## src/rtl/axi_lite_clint_mh_pkg.sv

```systemverilog
// Shared constants, decode types and byte-merge helper for the multi-hart CLINT.
// Latency: none (package only).
// Backpressure: not applicable.
package axi_lite_clint_mh_pkg;

    localparam int CPU_WIDTH = 32;
    localparam int STRB_W    = CPU_WIDTH / 8;
    localparam int MAX_HARTS = 16;

    // Register offsets inside the decoded window
    localparam logic [15:0] MSIP_BASE     = 16'h0000;
    localparam logic [15:0] MTIMECMP_BASE = 16'h4000;
    localparam logic [15:0] MTIME_LO      = 16'hBFF8;
    localparam logic [15:0] MTIME_HI      = 16'hBFFC;

    localparam logic [1:0] RESP_OKAY   = 2'b00;
    localparam logic [1:0] RESP_SLVERR = 2'b10;

    // mtimecmp resets to the maximum so no timer interrupt fires out of reset
    localparam logic [63:0] MTIMECMP_RST = 64'hFFFF_FFFF_FFFF_FFFF;

    typedef enum logic [2:0] {
        SEL_NONE,
        SEL_MSIP,
        SEL_CMP_LO,
        SEL_CMP_HI,
        SEL_TIME_LO,
        SEL_TIME_HI
    } sel_e;

    typedef struct packed {
        sel_e       sel;
        logic [3:0] hart;
    } dec_t;

    // Replace only the byte lanes enabled in strb
    function automatic logic [CPU_WIDTH-1:0] merge_bytes(
        input logic [CPU_WIDTH-1:0] old_val,
        input logic [CPU_WIDTH-1:0] new_val,
        input logic [STRB_W-1:0]    strb
    );
        logic [CPU_WIDTH-1:0] res;
        res = old_val;
        for (int b = 0; b < STRB_W; b++) begin
            if (strb[b]) begin
                res[8*b +: 8] = new_val[8*b +: 8];
            end
        end
        return res;
    endfunction

endpackage

```

## src/rtl/axi_lite_clint_mh_stdreg.sv

```systemverilog
// Generic enable register with asynchronous active-low reset to a parameter value.
// Latency: 1 cycle from d_i/en_i to q_o.
// Backpressure: none; en_i low simply holds the stored value.
module stdreg #(
    parameter int             W   = 1,
    parameter logic [W-1:0]   RST = '0
) (
    input  logic         clk_i,
    input  logic         rst_ni,
    input  logic         en_i,
    input  logic [W-1:0] d_i,
    output logic [W-1:0] q_o
);

    // Storage flop, loads d_i when enabled
    always_ff @(posedge clk_i or negedge rst_ni) begin
        if (!rst_ni) begin
            q_o <= RST;
        end else if (en_i) begin
            q_o <= d_i;
        end
    end

endmodule

```

## src/rtl/axi_lite_clint_mh_timer.sv

```systemverilog
// Free-running 64-bit mtime with prescaler and byte-gated write override of either half.
// Latency: writes and ticks land on the next clock edge.
// Backpressure: none; a write always wins over the increment and restarts the prescaler.
module clint_timer
    import axi_lite_clint_mh_pkg::*;
#(
    parameter int TICK_DIV = 1
) (
    input  logic                 clk_i,
    input  logic                 rst_ni,
    input  logic                 wr_lo_i,
    input  logic                 wr_hi_i,
    input  logic [CPU_WIDTH-1:0] wdata_i,
    input  logic [STRB_W-1:0]    wstrb_i,
    output logic [63:0]          mtime_o
);

    localparam int            PW   = (TICK_DIV > 1) ? $clog2(TICK_DIV) : 1;
    localparam logic [PW-1:0] PMAX = PW'(TICK_DIV - 1);

    logic [PW-1:0] presc_q, presc_d;
    logic [63:0]   mtime_q, mtime_d;
    logic          tick;

    assign tick = (presc_q == PMAX);

    // Next state: count/increment, or take the written half using pre-increment bytes
    always_comb begin
        presc_d = tick ? '0 : presc_q + 1'b1;
        mtime_d = mtime_q + {63'd0, tick};
        if (wr_lo_i) begin
            presc_d = '0;
            mtime_d = {mtime_q[63:32], merge_bytes(mtime_q[31:0], wdata_i, wstrb_i)};
        end else if (wr_hi_i) begin
            presc_d = '0;
            mtime_d = {merge_bytes(mtime_q[63:32], wdata_i, wstrb_i), mtime_q[31:0]};
        end
    end

    stdreg #(.W(PW)) u_presc (
        .clk_i  (clk_i),
        .rst_ni (rst_ni),
        .en_i   (1'b1),
        .d_i    (presc_d),
        .q_o    (presc_q)
    );

    stdreg #(.W(64)) u_mtime (
        .clk_i  (clk_i),
        .rst_ni (rst_ni),
        .en_i   (1'b1),
        .d_i    (mtime_d),
        .q_o    (mtime_q)
    );

    assign mtime_o = mtime_q;

endmodule

```

## src/rtl/axi_lite_clint_mh.sv

```systemverilog
// AXI-Lite core-local interruptor: mtime, per-hart mtimecmp/msip, registered MTIP/MSIP lines.
// Latency: read data 1 cycle after accept; write takes effect on the accept edge, IRQs 1 cycle later.
// Backpressure: one outstanding read and one outstanding write; no new accept until R/B is consumed.
module axi_lite_clint_mh
    import axi_lite_clint_mh_pkg::*;
#(
    parameter int NUM_HARTS  = 1,
    parameter int TICK_DIV   = 1,
    parameter int ADDR_LSB_W = 16
) (
    input  logic                 i_clk,
    input  logic                 i_rst_n,
    input  logic [CPU_WIDTH-1:0] awaddr,
    input  logic                 awvalid,
    output logic                 awready,
    input  logic [CPU_WIDTH-1:0] wdata,
    input  logic [STRB_W-1:0]    wstrb,
    input  logic                 wvalid,
    output logic                 wready,
    output logic [1:0]           bresp,
    output logic                 bvalid,
    input  logic                 bready,
    input  logic [CPU_WIDTH-1:0] araddr,
    input  logic                 arvalid,
    output logic                 arready,
    output logic [CPU_WIDTH-1:0] rdata,
    output logic [1:0]           rresp,
    output logic                 rvalid,
    input  logic                 rready,
    output logic [NUM_HARTS-1:0] o_msip,
    output logic [NUM_HARTS-1:0] o_mtip
);

    // Offset decode; misaligned offsets and harts beyond NUM_HARTS are unmapped
    function automatic dec_t decode(input logic [ADDR_LSB_W-1:0] off);
        dec_t                  d;
        logic [ADDR_LSB_W-1:0] rel_msip;
        logic [ADDR_LSB_W-1:0] rel_cmp;
        d.sel    = SEL_NONE;
        d.hart   = '0;
        rel_msip = off - ADDR_LSB_W'(MSIP_BASE);
        rel_cmp  = off - ADDR_LSB_W'(MTIMECMP_BASE);
        if (off[1:0] == 2'b00) begin
            if (off == ADDR_LSB_W'(MTIME_LO)) begin
                d.sel = SEL_TIME_LO;
            end else if (off == ADDR_LSB_W'(MTIME_HI)) begin
                d.sel = SEL_TIME_HI;
            end else if (rel_msip < ADDR_LSB_W'(4 * NUM_HARTS)) begin
                d.sel  = SEL_MSIP;
                d.hart = rel_msip[5:2];
            end else if (rel_cmp < ADDR_LSB_W'(8 * NUM_HARTS)) begin
                d.sel  = rel_cmp[2] ? SEL_CMP_HI : SEL_CMP_LO;
                d.hart = rel_cmp[6:3];
            end
        end
        return d;
    endfunction

    dec_t ar_dec, aw_dec;
    logic ar_acc, aw_acc, wr_any;
    logic unused_addr_hi;

    assign ar_dec = decode(araddr[ADDR_LSB_W-1:0]);
    assign aw_dec = decode(awaddr[ADDR_LSB_W-1:0]);
    // Bits above the decoded window are ignored
    assign unused_addr_hi = ^{araddr[CPU_WIDTH-1:ADDR_LSB_W], awaddr[CPU_WIDTH-1:ADDR_LSB_W]};
    assign wr_any = |wstrb;

    logic                 arready_q, rvalid_q, awready_q, bvalid_q;
    logic [CPU_WIDTH-1:0] rdata_q;
    logic [1:0]           rresp_q, bresp_q;

    // AW and W are only taken together, and only when the B slot is free
    assign ar_acc = arvalid && !arready_q && (!rvalid_q || rready);
    assign aw_acc = awvalid && wvalid && !awready_q && (!bvalid_q || bready);

    // Register file: unused hart slots are tied to reset values so the
    // 4-bit hart index always addresses a full 16-entry array
    logic [MAX_HARTS-1:0] msip_q;
    logic [31:0]          cmp_lo_q [MAX_HARTS];
    logic [31:0]          cmp_hi_q [MAX_HARTS];
    logic [63:0]          mtime;
    logic [NUM_HARTS-1:0] msip_out_q, mtip_out_q;

    for (genvar h = 0; h < MAX_HARTS; h++) begin : g_hart
        if (h < NUM_HARTS) begin : g_real
            logic hit;
            assign hit = aw_acc && (aw_dec.hart == 4'(h));

            stdreg #(.W(1)) u_msip (
                .clk_i  (i_clk),
                .rst_ni (i_rst_n),
                .en_i   (hit && (aw_dec.sel == SEL_MSIP) && wstrb[0]),
                .d_i    (wdata[0]),
                .q_o    (msip_q[h])
            );

            stdreg #(.W(32), .RST(MTIMECMP_RST[31:0])) u_cmp_lo (
                .clk_i  (i_clk),
                .rst_ni (i_rst_n),
                .en_i   (hit && (aw_dec.sel == SEL_CMP_LO) && wr_any),
                .d_i    (merge_bytes(cmp_lo_q[h], wdata, wstrb)),
                .q_o    (cmp_lo_q[h])
            );

            stdreg #(.W(32), .RST(MTIMECMP_RST[63:32])) u_cmp_hi (
                .clk_i  (i_clk),
                .rst_ni (i_rst_n),
                .en_i   (hit && (aw_dec.sel == SEL_CMP_HI) && wr_any),
                .d_i    (merge_bytes(cmp_hi_q[h], wdata, wstrb)),
                .q_o    (cmp_hi_q[h])
            );

            // Interrupt lines are registered one cycle behind the state they reflect
            stdreg #(.W(1)) u_mtip (
                .clk_i  (i_clk),
                .rst_ni (i_rst_n),
                .en_i   (1'b1),
                .d_i    (mtime >= {cmp_hi_q[h], cmp_lo_q[h]}),
                .q_o    (mtip_out_q[h])
            );

            stdreg #(.W(1)) u_msip_out (
                .clk_i  (i_clk),
                .rst_ni (i_rst_n),
                .en_i   (1'b1),
                .d_i    (msip_q[h]),
                .q_o    (msip_out_q[h])
            );
        end else begin : g_tie
            assign msip_q[h]   = 1'b0;
            assign cmp_lo_q[h] = MTIMECMP_RST[31:0];
            assign cmp_hi_q[h] = MTIMECMP_RST[63:32];
        end
    end

    clint_timer #(.TICK_DIV(TICK_DIV)) u_timer (
        .clk_i   (i_clk),
        .rst_ni  (i_rst_n),
        .wr_lo_i (aw_acc && (aw_dec.sel == SEL_TIME_LO) && wr_any),
        .wr_hi_i (aw_acc && (aw_dec.sel == SEL_TIME_HI) && wr_any),
        .wdata_i (wdata),
        .wstrb_i (wstrb),
        .mtime_o (mtime)
    );

    logic [CPU_WIDTH-1:0] rd_dat;
    logic [1:0]           rd_resp, wr_resp;

    assign wr_resp = (aw_dec.sel == SEL_NONE) ? RESP_SLVERR : RESP_OKAY;

    // Read mux over current (pre-write) register values
    always_comb begin
        rd_dat  = '0;
        rd_resp = RESP_OKAY;
        case (ar_dec.sel)
            SEL_MSIP:    rd_dat = {31'd0, msip_q[ar_dec.hart]};
            SEL_CMP_LO:  rd_dat = cmp_lo_q[ar_dec.hart];
            SEL_CMP_HI:  rd_dat = cmp_hi_q[ar_dec.hart];
            SEL_TIME_LO: rd_dat = mtime[31:0];
            SEL_TIME_HI: rd_dat = mtime[63:32];
            default:     rd_resp = RESP_SLVERR;
        endcase
    end

    // AXI handshake and response holding registers
    always_ff @(posedge i_clk or negedge i_rst_n) begin
        if (!i_rst_n) begin
            arready_q <= 1'b0;
            rvalid_q  <= 1'b0;
            rdata_q   <= '0;
            rresp_q   <= RESP_OKAY;
            awready_q <= 1'b0;
            bvalid_q  <= 1'b0;
            bresp_q   <= RESP_OKAY;
        end else begin
            arready_q <= ar_acc;
            if (ar_acc) begin
                rvalid_q <= 1'b1;
                rdata_q  <= rd_dat;
                rresp_q  <= rd_resp;
            end else if (rready) begin
                rvalid_q <= 1'b0;
            end
            awready_q <= aw_acc;
            if (aw_acc) begin
                bvalid_q <= 1'b1;
                bresp_q  <= wr_resp;
            end else if (bready) begin
                bvalid_q <= 1'b0;
            end
        end
    end

    assign arready = arready_q;
    assign rvalid  = rvalid_q;
    assign rdata   = rdata_q;
    assign rresp   = rresp_q;
    assign awready = awready_q;
    assign wready  = awready_q;
    assign bvalid  = bvalid_q;
    assign bresp   = bresp_q;
    assign o_msip  = msip_out_q;
    assign o_mtip  = mtip_out_q;

endmodule

```

## config.mk

```make
export PLATFORM = sky130hd
export DESIGN_NAME = axi_lite_clint_mh
export DESIGN_NICKNAME = d
export VERILOG_FILES = /design/src/rtl/axi_lite_clint_mh_pkg.sv /design/src/rtl/axi_lite_clint_mh_stdreg.sv /design/src/rtl/axi_lite_clint_mh_timer.sv /design/src/rtl/axi_lite_clint_mh.sv
export SDC_FILE = /design/constraint.sdc
export NUM_CORES = 1
export LEC_CHECK = 0
export ABC_CLOCK_PERIOD_IN_PS = 4900
export CORE_MARGIN = 1.5
export CORE_UTILIZATION = 41
export CTS_CLUSTER_SIZE = 8
export DETAILED_ROUTE_END_ITERATION = 7
export PLACE_DENSITY = 0.73
export SLEW_MARGIN = 20
export SYNTH_ARGS = -nofsm -noshare
export SYNTH_HDL_FRONTEND = slang
export SYNTH_SLANG_ARGS = --single-unit
```

## constraint.sdc

```tcl
create_clock -name i_clk -period 4.9 [get_ports i_clk]
set_input_delay 1.47 -clock i_clk [delete_from_list [all_inputs] [get_ports i_clk]]
set_output_delay 1.47 -clock i_clk [all_outputs]
set_load 0.01 [all_outputs]
```

-- Word-level counts from Yosys, hierarchy flattened
Index checks and enable logic that the tools add are counted.
- muxes and demuxes: 40
- magnitude comparators: 7
- eq/ne operators: 23
- reduce and logical (&&, ||, !) cells: 46
- add/subtract/negate cells: 4
- bitwise gates (word level): 3
- operators with widths (operator ; number):
    32-bit binary-select mux with 4-bit select ; 2
    32-bit 2-to-1 mux ; 5
    32-bit one-hot mux with 5 select lines ; 1
    64-bit by 1-bit adder with 64-bit output ; 1
    16-bit equality test (second input constant) ; 4
    64-bit >= comparator ; 1
    64-bit 2-to-1 mux ; 1
    16-bit by 3-bit less-than comparator with 1-bit output (second input constant) ; 2
    16-bit by 4-bit less-than comparator with 1-bit output (second input constant) ; 2
    8-bit 2-to-1 mux ; 4
    2-bit AND reduction ; 16
    16-bit by 15-bit subtractor with 16-bit output (second input constant) ; 2
    7-bit 2-to-1 mux ; 4
    1-bit logical AND ; 16
    4-bit 2-to-1 mux ; 4
    2-bit != test (second input constant) ; 8
    3-bit by 2-bit equality test with 1-bit output (second input constant) ; 4
    3-bit equality test (second input constant) ; 4
    3-bit 2-to-1 mux ; 4
    6-bit 2-to-1 mux ; 2
    1-bit 2-to-1 mux ; 10
    3-bit by 1-bit equality test with 1-bit output (second input constant) ; 2
    5-bit >= comparator (second input constant) ; 1
    4-bit by 5-bit less-than comparator with 1-bit output (second input constant) ; 1
    other kinds (14) ; 22
- input bits: 107
- register bits: 172
- logic and storage cells: 150

-- Depth between registers and ports, before layout
Gate-level depths: netlist of run 1.
- depth after elaboration: 12
- mapped depth: 9
- depth with buffers taken out: 8

-- Cells and area by module
Synthesis of run 1 repeated with hierarchy kept, for this count alone.
- cells, all modules: 1389
- area, all modules: 13240.2 µm²
- by module, submodules not included (module ; cells each ; area an instance (µm²) ; sequential area each (µm²) ; times used):
    axi_lite_clint_mh ; 586 ; 4580.6 ; 950.9 ; 1
    clint_timer ; 524 ; 3050.4 ; 0.0 ; 1
    stdreg (g_hart[0].g_real.u_cmp_hi ...) ; 68 ; 1385.1 ; 840.8 ; 2
    stdreg (u_timer.u_mtime) ; 135 ; 2678.8 ; 1601.5 ; 1
    stdreg (g_hart[0].g_real.u_msip ...) ; 2 ; 40.0 ; 25.0 ; 4

-- Least setup slack after synthesis of run 1
No wires, ideal clock.
- kind: input to register
- start point: input awaddr[4]
- end point: register g_hart[0].g_real.u_cmp_lo.q_o[10]
- data arrival time: 3.467 ns
- stages on the path: 6
- slack: 1.351 ns
- cells stage by stage: or3_1 -> nor4_4 -> nand4_2 -> nor4_4 -> nand2_4 -> mux2_4
- word-level cells in the longest chain between the ends: 12
- ends and longest elaborated chain (what ; line ; text):
    from (decl) ; axi_lite_clint_mh.sv:13 ; input logic [CPU_WIDTH-1:0] awaddr,
    16-bit by 15-bit subtractor with 16-bit output ; axi_lite_clint_mh.sv:42 ; rel_cmp = off - ADDR_LSB_W'(MTIMECMP_BASE);
    16-bit by 4-bit less-than comparator with 1-bit output ; axi_lite_clint_mh.sv:51 ; end else if (rel_cmp < ADDR_LSB_W'(8 * NUM_HARTS)) begin
    6-bit 2-to-1 mux ; axi_lite_clint_mh.sv:51 ;
    7-bit 2-to-1 mux ; axi_lite_clint_mh.sv:48 ; end else if (rel_msip < ADDR_LSB_W'(4 * NUM_HARTS)) begin
    4-bit 2-to-1 mux ; axi_lite_clint_mh.sv:46 ; end else if (off == ADDR_LSB_W'(MTIME_HI)) begin
    4-bit 2-to-1 mux ; axi_lite_clint_mh.sv:44 ; if (off == ADDR_LSB_W'(MTIME_LO)) begin
    7-bit 2-to-1 mux * ; axi_lite_clint_mh.sv:43 ; if (off[1:0] == 2'b00) begin
    4-bit logical NOT ; axi_lite_clint_mh.sv:88 ; assign hit = aw_acc && (aw_dec.hart == 4'(h));
    1-bit logical AND ; axi_lite_clint_mh.sv:88 ;
    1-bit logical AND * (2 in series) ; axi_lite_clint_mh.sv:101 ; .en_i (hit && (aw_dec.sel == SEL_CMP_LO) && wr_any),
    2-bit AND reduction (no line) * ; n/a ;
    to (signal assigned) ; axi_lite_clint_mh_stdreg.sv:20 ; q_o <= d_i;
    to (decl) ; axi_lite_clint_mh_stdreg.sv:12 ; output logic [W-1:0] q_o
Mark *: on every way between the ends. The rest lies on a longest branch, timed or not.
A chain may end at the register's enable or synchronous reset.

-- Worst setup path in the final report of run 1
- start point: input awaddr[1]
- end point: register u_timer.u_mtime.q_o[61]
- word-level cells in the longest chain between the ends: 12
- ends and longest elaborated chain (what ; line):
    16-bit by 15-bit subtractor with 16-bit output ; axi_lite_clint_mh.sv:42
    16-bit by 4-bit less-than comparator with 1-bit output or 1-bit 2-to-1 mux (tied branches) ; axi_lite_clint_mh.sv:51, axi_lite_clint_mh.sv:52
    6-bit 2-to-1 mux ; axi_lite_clint_mh.sv:51
    7-bit 2-to-1 mux ; axi_lite_clint_mh.sv:48
    3-bit 2-to-1 mux ; axi_lite_clint_mh.sv:46
    3-bit 2-to-1 mux ; axi_lite_clint_mh.sv:44
    7-bit 2-to-1 mux * ; axi_lite_clint_mh.sv:43
    3-bit equality test (on tied branches) ; axi_lite_clint_mh.sv:141, axi_lite_clint_mh.sv:140
    1-bit logical AND (on tied branches) (2 in series) ; axi_lite_clint_mh.sv:141, axi_lite_clint_mh.sv:140
    2-bit != test (no line) or 1-bit NOT (tied branches) ; n/a
    2-bit AND reduction (no line) ; n/a
    to (signal assigned) ; axi_lite_clint_mh_stdreg.sv:20
    to (decl) ; axi_lite_clint_mh_stdreg.sv:12
Mark *: on every way between the ends. The rest lies on a longest branch, timed or not. The select of a mux whose other input is x is not followed.

==> results of run 1 <==
[area by class of cell]
cell class | count | area (µm²) | share of cell area, %
multi-input cells | 861 | 6236 | 46.61
flip-flops and latches | 169 | 4309 | 32.21
repair buffers | 150 | 1423 | 10.63
clock buffers | 21 | 460.4 | 3.442
well taps | 335 | 419.2 | 3.133
inverters | 83 | 311.5 | 2.329
clock inverters | 11 | 217.7 | 1.627
diodes | 1 | 2.502 | 0.01870
[where the power goes]
| part | internal [mW] | switching, mW |
|---|---|---|
| clock | 0.986 | 0.594 |
| sequential | 1.42 | 0.0351 |
| combinational | 0.134 | 0.167 |
| total | 2.54 | 0.796 |
[worst max-delay path by stage]
| stage | startpoint | to | slack [ns] | cells after the start |
|---|---|---|---|---|
| after floorplan | awaddr[4] | g_hart[0].g_real.u_cmp_lo.q_o[10] | 1.35 | 6 |
| after global placement | awaddr[1] | u_timer.u_mtime.q_o[61] | 0.43 | 8 |
| after detailed placement | awaddr[1] | u_timer.u_mtime.q_o[61] | 0.41 | 8 |
| after CTS | awaddr[1] | u_timer.u_mtime.q_o[61] | 0.86 | 8 |
| after global routing | awvalid | u_timer.u_mtime.q_o[30] | 0.72 | 8 |
| final | awaddr[1] | u_timer.u_mtime.q_o[61] | 0.79 | 8 |
[logic make-up (layout without fill, tap and decap cells)]
group / after synthesis / count (layout) / synth area share (%)
simple gates: 367 / 367 / 18.09
xor+xnor: 8 / 8 / 0.6351
fa+ha+maj: 65 / 65 / 7.371
other cells: 1 / 3 / 0.03399
compound gates: 284 / 284 / 16.41
flops: 169 / 169 / 39.06
buf+inv: 131 / 265 / 4.672
mux: 135 / 135 / 13.73
[cell usage after synthesis (4+ instances only)]
| master | instances | area [µm²] |
|---|---|---|
| nor3_1 | 47 | 235.2 |
| nor2_1 | 61 | 229.0 |
| a21oi_1 | 97 | 485.5 |
| nand3_1 | 46 | 230.2 |
| o22ai_1 | 9 | 56.30 |
| o211a_1 | 6 | 60.06 |
| nand2_4 | 4 | 45.04 |
| ha_1 | 65 | 813.3 |
| mux2_2 | 27 | 304.0 |
| buf_1 | 4 | 15.01 |
| buf_2 | 10 | 50.05 |
| dfrtp_1 | 105 | 2628 |
| nand4_1 | 51 | 319.1 |
| and3_1 | 23 | 143.9 |
| a211o_1 | 7 | 61.31 |
| inv_1 | 83 | 311.6 |
| o21ai_0 | 66 | 330.3 |
| and2_1 | 7 | 43.79 |
| a21o_1 | 8 | 60.06 |
| a31oi_1 | 5 | 31.28 |
| dfstp_2 | 64 | 1682 |
| or3_1 | 5 | 31.28 |
| a211oi_1 | 18 | 135.1 |
| nand2_1 | 69 | 259.0 |
| mux2_4 | 26 | 390.4 |
| o221a_2 | 7 | 78.83 |
| or4_1 | 5 | 37.54 |
| a221oi_1 | 4 | 35.03 |
| nand2b_1 | 9 | 56.30 |
| nor4_1 | 11 | 68.82 |
| xor2_1 | 7 | 61.31 |
| mux2i_1 | 82 | 820.8 |
| and4_1 | 13 | 113.9 |
| o211ai_1 | 15 | 112.6 |
| a311o_1 | 4 | 40.04 |
| o31ai_1 | 4 | 30.03 |
| clkbuf_1 | 31 | 116.4 |
[routing by layer]
layer	track usage [%]	routed length, µm	up-vias
li1	-	-	4592
met1	34.62	15220	4900
met2	39.86	15780	442
met3	5.204	2824	72
met4	8.775	888	0
met5	0	0	-
[stage by stage]
stage	power [mW]	cells	hold slack, ns
finish	3.339	1631	0.4154
global route	3.435	1630	0.4322
CTS	3.341	1630	0.4139
detailed placement	1.777	1598	0.3989
global placement	1.770	1598	0.3978
floorplan	1.597	1161	0.3710
[sequential cells by signal, summed over array words and instances (netlist names)]
signal / cells
arready: 1
awready: 1
bresp: 1
bvalid: 1
g_hart.g_real.u_cmp_hi.q_o: 32
g_hart.g_real.u_cmp_lo.q_o: 32
g_hart.g_real.u_msip.q_o: 1
g_hart.g_real.u_msip_out.q_o: 1
g_hart.g_real.u_mtip.q_o: 1
rdata: 32
rresp: 1
rvalid: 1
u_timer.u_mtime.q_o: 64
==> flow_summary.ini, run 1 <==
[timing]
timing.fmax_mhz = 243.3
slew_violations = 0
setup-tns-final_ns = 0
rsz0062_at_grt = no
slew_headroom_pct = 33.07
min_period_over_period_pct = 83.87
finalHoldViolCount = 0
tightest_slew_ns = 0.9957
setup_viol = 0
layout_setup_ws_ns = 0.7905
fin_skew_ns = 0.02151
layout_min_cycle_time_ns = 4.110

[drt]
dr.pass1.iters = 5
wl_per_cell_um = 21.28
drtIter0Drc = 967
vias = 10010
wirelength_um = 34710
avgViaCountPerCell = 6.135
drc = 0
ant_nets = 0

[worst_setup_path]
critPathBufInv = 2
rrSetupSlack_ns = 1.79
start_kind = input port
path_cells = clkdlybuf4s50_1, or3_1, or4_1, nor2_1, buf_4, nand3_1, o211ai_1, nor2_1
end_kind = register
cp.required_ns = 5.22
worst_path_max_delay_cell = or4_1
reg2reg_depth = 7
path_class = in2reg
critPathMostFrequentCell = nor2_1
reg2reg_to = u_timer.u_mtime.q_o[33]
cp_slowest_stage_delay_ns = 0.69
regToRegStartpoint = u_timer.u_mtime.q_o[9]
critPathTopFamily = simple AND/OR/NAND/NOR gates
crit_arrival_ns = 4.43
path_max_fanout = 7

[grt]
antenna_found_initial = 1
grt_max_degree = 74
grt_pass1_wl_um = 55080
grt.total_usage_pct = 25.33
grt_overflow = 0
grt_pass1_vias = 9786

[clocking]
postCtsSetupBuffers = 0
cts_root_buf = clkbuf_16
cts_buffers = 17
postCtsResizedCells = 0
insertion_delay_ns = 0.45
cts_tree = built
clock-sinks = 169
clk_path_buf_depth = 2
holdBufCountCts = 0
path_clk_slew_ns = 0.07
cts-htree-levels = 4

[finish]
mostFrequentLayoutCell = clkdlybuf4s50_1
final_cell_mix = clkdlybuf4s50_1 (113), dfrtp_1 (105), a21oi_1 (97)
final_nets = 1454
finalInstanceArea_um2 = 13380
syn_to_final_growth_pct = 21.26
final_util_pct = 51.05
fill_cells = 2376
drive_above_1_share_pct = 16.22

[logic_synthesis]
synth-edff-count = 0
ys_types = 70
synth-seq-cells = 169
post_synth.cell_area_avg_um2 = 9.511
synthArstFlopShare_pct = 100.0
yosysWarnings = 0
syn_area_um2 = 11030
ys.flop_type = dfrtp_1
netlist_instances = 1160
synth_sequential_area_ratio_pct = 39.06

[floorplan]
core_area_um2 = 26210
start_util_pct = 42.10
die_height_um = 167.0
die_w_um = 167.0
die_area_um2 = 27900
ios = 150
placementRows = 59

[placed_design]
place.gp.congestion = 0.9204
pre_cts_slack_ns = 0.4075
dpl.hpwl_um = 25190
place_area_um2 = 12700
port-buffer-count = 115

[worst_hold_path]
hold_path_depth = 0
worstHoldPathType = reg2reg
holdPathEnd = g_hart[0].g_real.u_msip_out.q_o
hold_start = g_hart[0].g_real.u_msip.q_o

[power]
p_per_area_nw_per_um2 = 249.5
leakage_nw = 5.601
max-vdd-ir-drop_v = 0.0002341

[status]
status = finished clean

[run]
drv_cap = 0
(Power assumes the default switching activity.)
==> run 2: changes to the inputs <==
--- a/config.mk
+++ b/config.mk
@@ -5,7 +5,7 @@
 export SDC_FILE = /design/constraint.sdc
 export NUM_CORES = 1
 export LEC_CHECK = 0
-export ABC_CLOCK_PERIOD_IN_PS = 4900
+export ABC_CLOCK_PERIOD_IN_PS = 3800
 export CORE_MARGIN = 1.5
 export CORE_UTILIZATION = 41
 export CTS_CLUSTER_SIZE = 8
==> constraint.sdc (replaced) <==
create_clock -name i_clk -period 3.8 [get_ports i_clk]
set_input_delay 1.14 -clock i_clk [delete_from_list [all_inputs] [get_ports i_clk]]
set_output_delay 1.14 -clock i_clk [all_outputs]
set_load 0.01 [all_outputs]
==> run 2 against run 1 <==
Net effect:
- sequential share of layout area shrank 0.78 points
- first-iteration DRC count fell by 5.6%
- critical endpoint is now u_timer.u_mtime.q_o[46]
- largest power group is now sequential cells
- die area unchanged
- flip-flop and latch count unchanged
==> flow_summary.ini, run 2 (synthesis results as in run 1) <==
[finish]
multi_input_area_um2 = 6236
fill_cells = 2356
final_cell_mix = clkdlybuf4s50_1 (113), dfrtp_1 (105), a21oi_1 (97)
drive_above_1_share_pct = 19.30
final_nets = 1501
syn_to_final_growth_pct = 24.27
mostFrequentLayoutCell = clkdlybuf4s50_1
fin_cells = 1678
max_flop_register = u_timer.u_mtime.q_o
largest_reg_flops = 64
seqCellArea_um2 = 4309

[run]
drv_cap = 0

[timing]
finalHoldViolCount = 0
layout_min_cycle_time_ns = 3.499
holdWs_ns = 0.4223
rsz0062_at_grt = no
slew_violations = 0
tightest_slew_ns = 0.9057
setup_viol = 0
min_period_over_period_pct = 92.07
timing.fmax_mhz = 285.8
fin_skew_ns = 0.01038
slew_headroom_pct = 39.07

[clocking]
clock-sinks = 169
insertion_delay_ns = 0.44
cts-htree-levels = 4
cts_buffers = 17
postCtsSetupBuffers = 0
holdBufCountCts = 0
path_clk_slew_ns = 0.07
postCtsResizedCells = 0
clk_path_buf_depth = 2
cts_tree = built
cts_root_buf = clkbuf_16

[placed_design]
dpl.hpwl_um = 26280
place.gp.congestion = 0.9777
dp_cells = 1645
port-buffer-count = 115

[worst_setup_path]
crit_arrival_ns = 3.82
path_cells = clkdlybuf4s50_1, or3_1, or4_1, nor2_1, buf_4, nand3_1, mux2_2, o22a_1
worst_path_max_delay_cell = or4_1
cp_slowest_stage_delay_ns = 0.70
cp.required_ns = 4.12
end_kind = register
path_class = in2reg
start_kind = input port
critPathTopFamily = simple AND/OR/NAND/NOR gates
path_max_fanout = 4
critPathBufInv = 2

[power]
p_per_area_nw_per_um2 = 302.7
power_mw = 4.150
max-vdd-ir-drop_v = 0.0002480
leakage_nw = 5.819

[floorplan]
placementRows = 59
die_height_um = 167.0
ios = 150
die_w_um = 167.0
core_area_um2 = 26210
die_area_um2 = 27900
start_util_pct = 42.10

[grt]
grt_overflow = 0
grt.total_usage_pct = 25.69
grt_max_degree = 72
grt_pass1_wl_um = 56010
antenna_found_initial = 1
grt_pass1_vias = 10140

[drt]
drtIter0Drc = 913
ant_nets = 0
vias = 10100
dr.pass1.iters = 5
wirelength_um = 35170
wl_per_cell_um = 20.96
avgViaCountPerCell = 6.020
drc = 0

[status]
status = finished clean

[worst_hold_path]
worstHoldPathType = reg2reg
## run 2: changes by cell type in the layout (fill, tap and decap cells not counted), sizes merged
cell,before,now
clkinvlp,2,3
buf,37,84
clkinv,2,3
clkbuf,21,19
bufinv,6,3
inv,84,87
## run 2: routing by layer
| metal | global-route usage, % | vias to the layer above | wire length [µm] |
|---|---|---|---|
| met3 | 6.250 | 75 | 2649 |
| met5 | 0 | - | 0 |
| met2 | 40.79 | 380 | 16150 |
| met1 | 34.16 | 4938 | 15400 |
| met4 | 8.893 | 0 | 965 |
| li1 | - | 4709 | - |
## run 2: final timing paths
check	depth (start not counted)	slack [ns]	start	end
setup / recovery	8	0.30	awaddr[1]	u_timer.u_mtime.q_o[46]
hold / removal	0	0.42	g_hart[0].g_real.u_msip.q_o	g_hart[0].g_real.u_msip_out.q_o
setup reg to reg	8	1.04	g_hart[0].g_real.u_cmp_lo.q_o[14]	g_hart[0].g_real.u_mtip.q_o
hold reg to reg	0	0.42	g_hart[0].g_real.u_msip.q_o	g_hart[0].g_real.u_msip_out.q_o
max in group asynchronous	2	2.25	i_rst_n	g_hart[0].g_real.u_cmp_lo.q_o[22]
min in group asynchronous	1	0.73	i_rst_n	rdata[13]
## run 2: stage by stage
| step | setup TNS (ns) | util, % | area [µm²] | setup WS [ns] |
|---|---|---|---|---|
| after floorplan | 0 | - | 11040 | 0.5809 |
| final | 0 | 52.32 | 13710 | 0.3013 |
| after CTS | 0 | 52.31 | 13710 | 0.3196 |
| after detailed placement | -3.824 | 49.95 | 13090 | -0.1340 |
| after global placement | -2.078 | 49.95 | 13090 | -0.08908 |
| after global routing | 0 | 52.31 | 13710 | 0.1667 |
## run 2: cell type report
cell class	instances	share of cell area (%)
clock inverters	13	1.214
multi-input cells	861	45.48
flip-flops and latches	169	31.43
clock buffers	19	3.304
repair buffers	197	13.22
inverters	83	2.272
diodes	1	0.01825
well taps	335	3.057
## run 2: power breakdown
| group | leakage, nW | internal, mW | switching, mW |
|---|---|---|---|
| Sequential | 1.98 | 1.83 | 0.0443 |
| Clock | 0.297 | 1.08 | 0.790 |
| Combinational | 3.54 | 0.187 | 0.217 |
## run 2: worst reg2reg max path, stage by stage (launching register included)
cell and delay, ns:
dfstp_2 0.54, inv_1 0.05, ha_1 0.30, a21o_1 0.18, a21oi_1 0.24, nand3_1 0.13, o311a_1 0.36, a211oi_1 0.57
a21oi_1 0.22
==> run 3: changes to the inputs <==
--- a/config.mk
+++ b/config.mk
@@ -11,6 +11,7 @@
 export CTS_CLUSTER_SIZE = 8
 export DETAILED_ROUTE_END_ITERATION = 7
 export PLACE_DENSITY = 0.73
+export RECOVER_POWER = 50
 export SLEW_MARGIN = 20
 export SYNTH_ARGS = -nofsm -noshare
 export SYNTH_HDL_FRONTEND = slang
==> run 3 against run 2 <==
Net effect:
- the flow now finishes with violations (max-capacitance violations, max-slew violations)
- total power is 0.23% lower
- utilization is 0.081 points lower
- cell count stayed put
- critical path type unchanged
- critical endpoint is now g_hart[0].g_real.u_cmp_lo.q_o[29]
- largest power group unchanged
- highest routed layer unchanged
==> flow_summary.ini, run 3 (synthesis results as in run 1) <==
[status]
status = finished, violations left
violations = max-capacitance violations, max-slew violations

[finish]
syn_to_final_growth_pct = 24.08
drive_above_1_share_pct = 19.00
final_nets = 1501
max_flop_register = u_timer.u_mtime.q_o
mostFrequentLayoutCell = dfrtp_1
fin_cells = 1678
largest_reg_flops = 64
final_cell_mix = dfrtp_1 (105), a21oi_1 (97), clkdlybuf4s50_1 (96)
finalInstanceArea_um2 = 13690

[floorplan]
ios = 150
placementRows = 59
core_area_um2 = 26210
die_w_um = 167.0
die_area_um2 = 27900
die_height_um = 167.0
start_util_pct = 42.10

[drt]
wl_per_cell_um = 20.94
ant_nets = 0
drc = 0
vias = 10130
wirelength_um = 35140
avgViaCountPerCell = 6.035
dr.pass1.iters = 5
drtIter0Drc = 878

[grt]
grt_pass1_wl_um = 56010
grt_max_degree = 72
grt_overflow = 0
grt_pass1_vias = 10140
antenna_found_initial = 1
grt.total_usage_pct = 25.69

[timing]
layout_min_cycle_time_ns = 3.498
tightest_slew_ns = 1.870
finalHoldViolCount = 0
min_period_over_period_pct = 92.05
slew_violations = 71
slew_headroom_pct = -24.64
layout_setup_ws_ns = 0.3023
setup_viol = 0
setup-tns-final_ns = 0
fin_skew_ns = 0.006760
rsz0062_at_grt = no
timing.fmax_mhz = 285.9

[clocking]
clock-sinks = 169
cts_buffers = 17
clk_path_buf_depth = 2
insertion_delay_ns = 0.44
cts_tree = built
holdBufCountCts = 0
cts-htree-levels = 4
postCtsSetupBuffers = 0
postCtsResizedCells = 0
path_clk_slew_ns = 0.07
cts_root_buf = clkbuf_16

[placed_design]
pre_cts_slack_ns = -0.1340
place.gp.congestion = 0.9777
dp_cells = 1645
port-buffer-count = 115
dpl.hpwl_um = 26280
place_area_um2 = 13090

[worst_setup_path]
cp_slowest_stage_delay_ns = 0.68
worst_path_max_delay_cell = nor4_4
end_kind = register
path_cells = clkdlybuf4s50_1, or3_1, nor4_4, nand4_2, nor4_4, nand2_4, mux2_4
path_max_fanout = 8
start_kind = input port
critPathTopFamily = simple AND/OR/NAND/NOR gates
critPathBufInv = 1
critPathMostFrequentCell = nor4_4
crit_arrival_ns = 3.86
path_class = in2reg
cp.required_ns = 4.16

[power]
p_per_area_nw_per_um2 = 302.4
max-vdd-ir-drop_v = 0.0002480
leakage_nw = 5.839

[worst_hold_path]
worstHoldPathType = reg2reg

[run]
drv_cap = 1
run 3: final timing paths:
kind                                                    from                           endpoint  slack [ns]  cells after the start
max in group asynchronous                            i_rst_n                          rdata[22]        0.77                      2
min in group asynchronous                            i_rst_n                          rdata[12]        1.22                      1
hold reg to reg                  g_hart[0].g_real.u_msip.q_o    g_hart[0].g_real.u_msip_out.q_o        0.42                      0
setup / recovery                                   awaddr[4]  g_hart[0].g_real.u_cmp_lo.q_o[29]        0.30                      7
hold / removal                   g_hart[0].g_real.u_msip.q_o    g_hart[0].g_real.u_msip_out.q_o        0.42                      0
setup reg to reg           g_hart[0].g_real.u_cmp_lo.q_o[14]        g_hart[0].g_real.u_mtip.q_o        1.04                      8
run 3: metrics by stage:
| stage | hold slack [ns] | power [mW] | utilization (%) |
|---|---|---|---|
| after floorplan | 0.3710 | 2.059 | - |
| after global placement | 0.3911 | 2.302 | 49.95 |
| after detailed placement | 0.4097 | 2.311 | 49.95 |
| after CTS | 0.4250 | 4.170 | 52.31 |
| after global routing | 0.4433 | 4.290 | 52.23 |
| final | 0.4232 | 4.140 | 52.24 |
run 3: cell type report:
type / count / area [µm²]
fillers: 2361 / 12520
multi-input cells: 861 / 6236
flip-flops and latches: 169 / 4309
repair buffers: 197 / 1792
clock buffers: 19 / 452.9
well taps: 335 / 419.2
inverters: 83 / 311.5
clock inverters: 13 / 166.4
diodes: 1 / 2.502
run 3: worst reg2reg max path, delay by kind of cell, from the launching register on:
family,cells,cell delay (ns)
DFF,1,0.54
buffers and inverters,1,0.05
adders and majority gates,1,0.30
AOI/OAI and AO/OA,5,1.57
and+or+nand+nor,1,0.13
run 3: layer usage:
layer	global-route usage [%]	wire [µm]	vias up
met2	40.79	16190	404
met1	34.16	15260	4950
met5	0	0	-
li1	-	-	4701
met4	8.893	938	0
met3	6.250	2748	71
run 3: where the power goes:
group / switching, mW / internal, mW
sequential: 0.0436 / 1.83
clock: 0.787 / 1.08
combinational: 0.217 / 0.182
total: 1.05 / 3.09
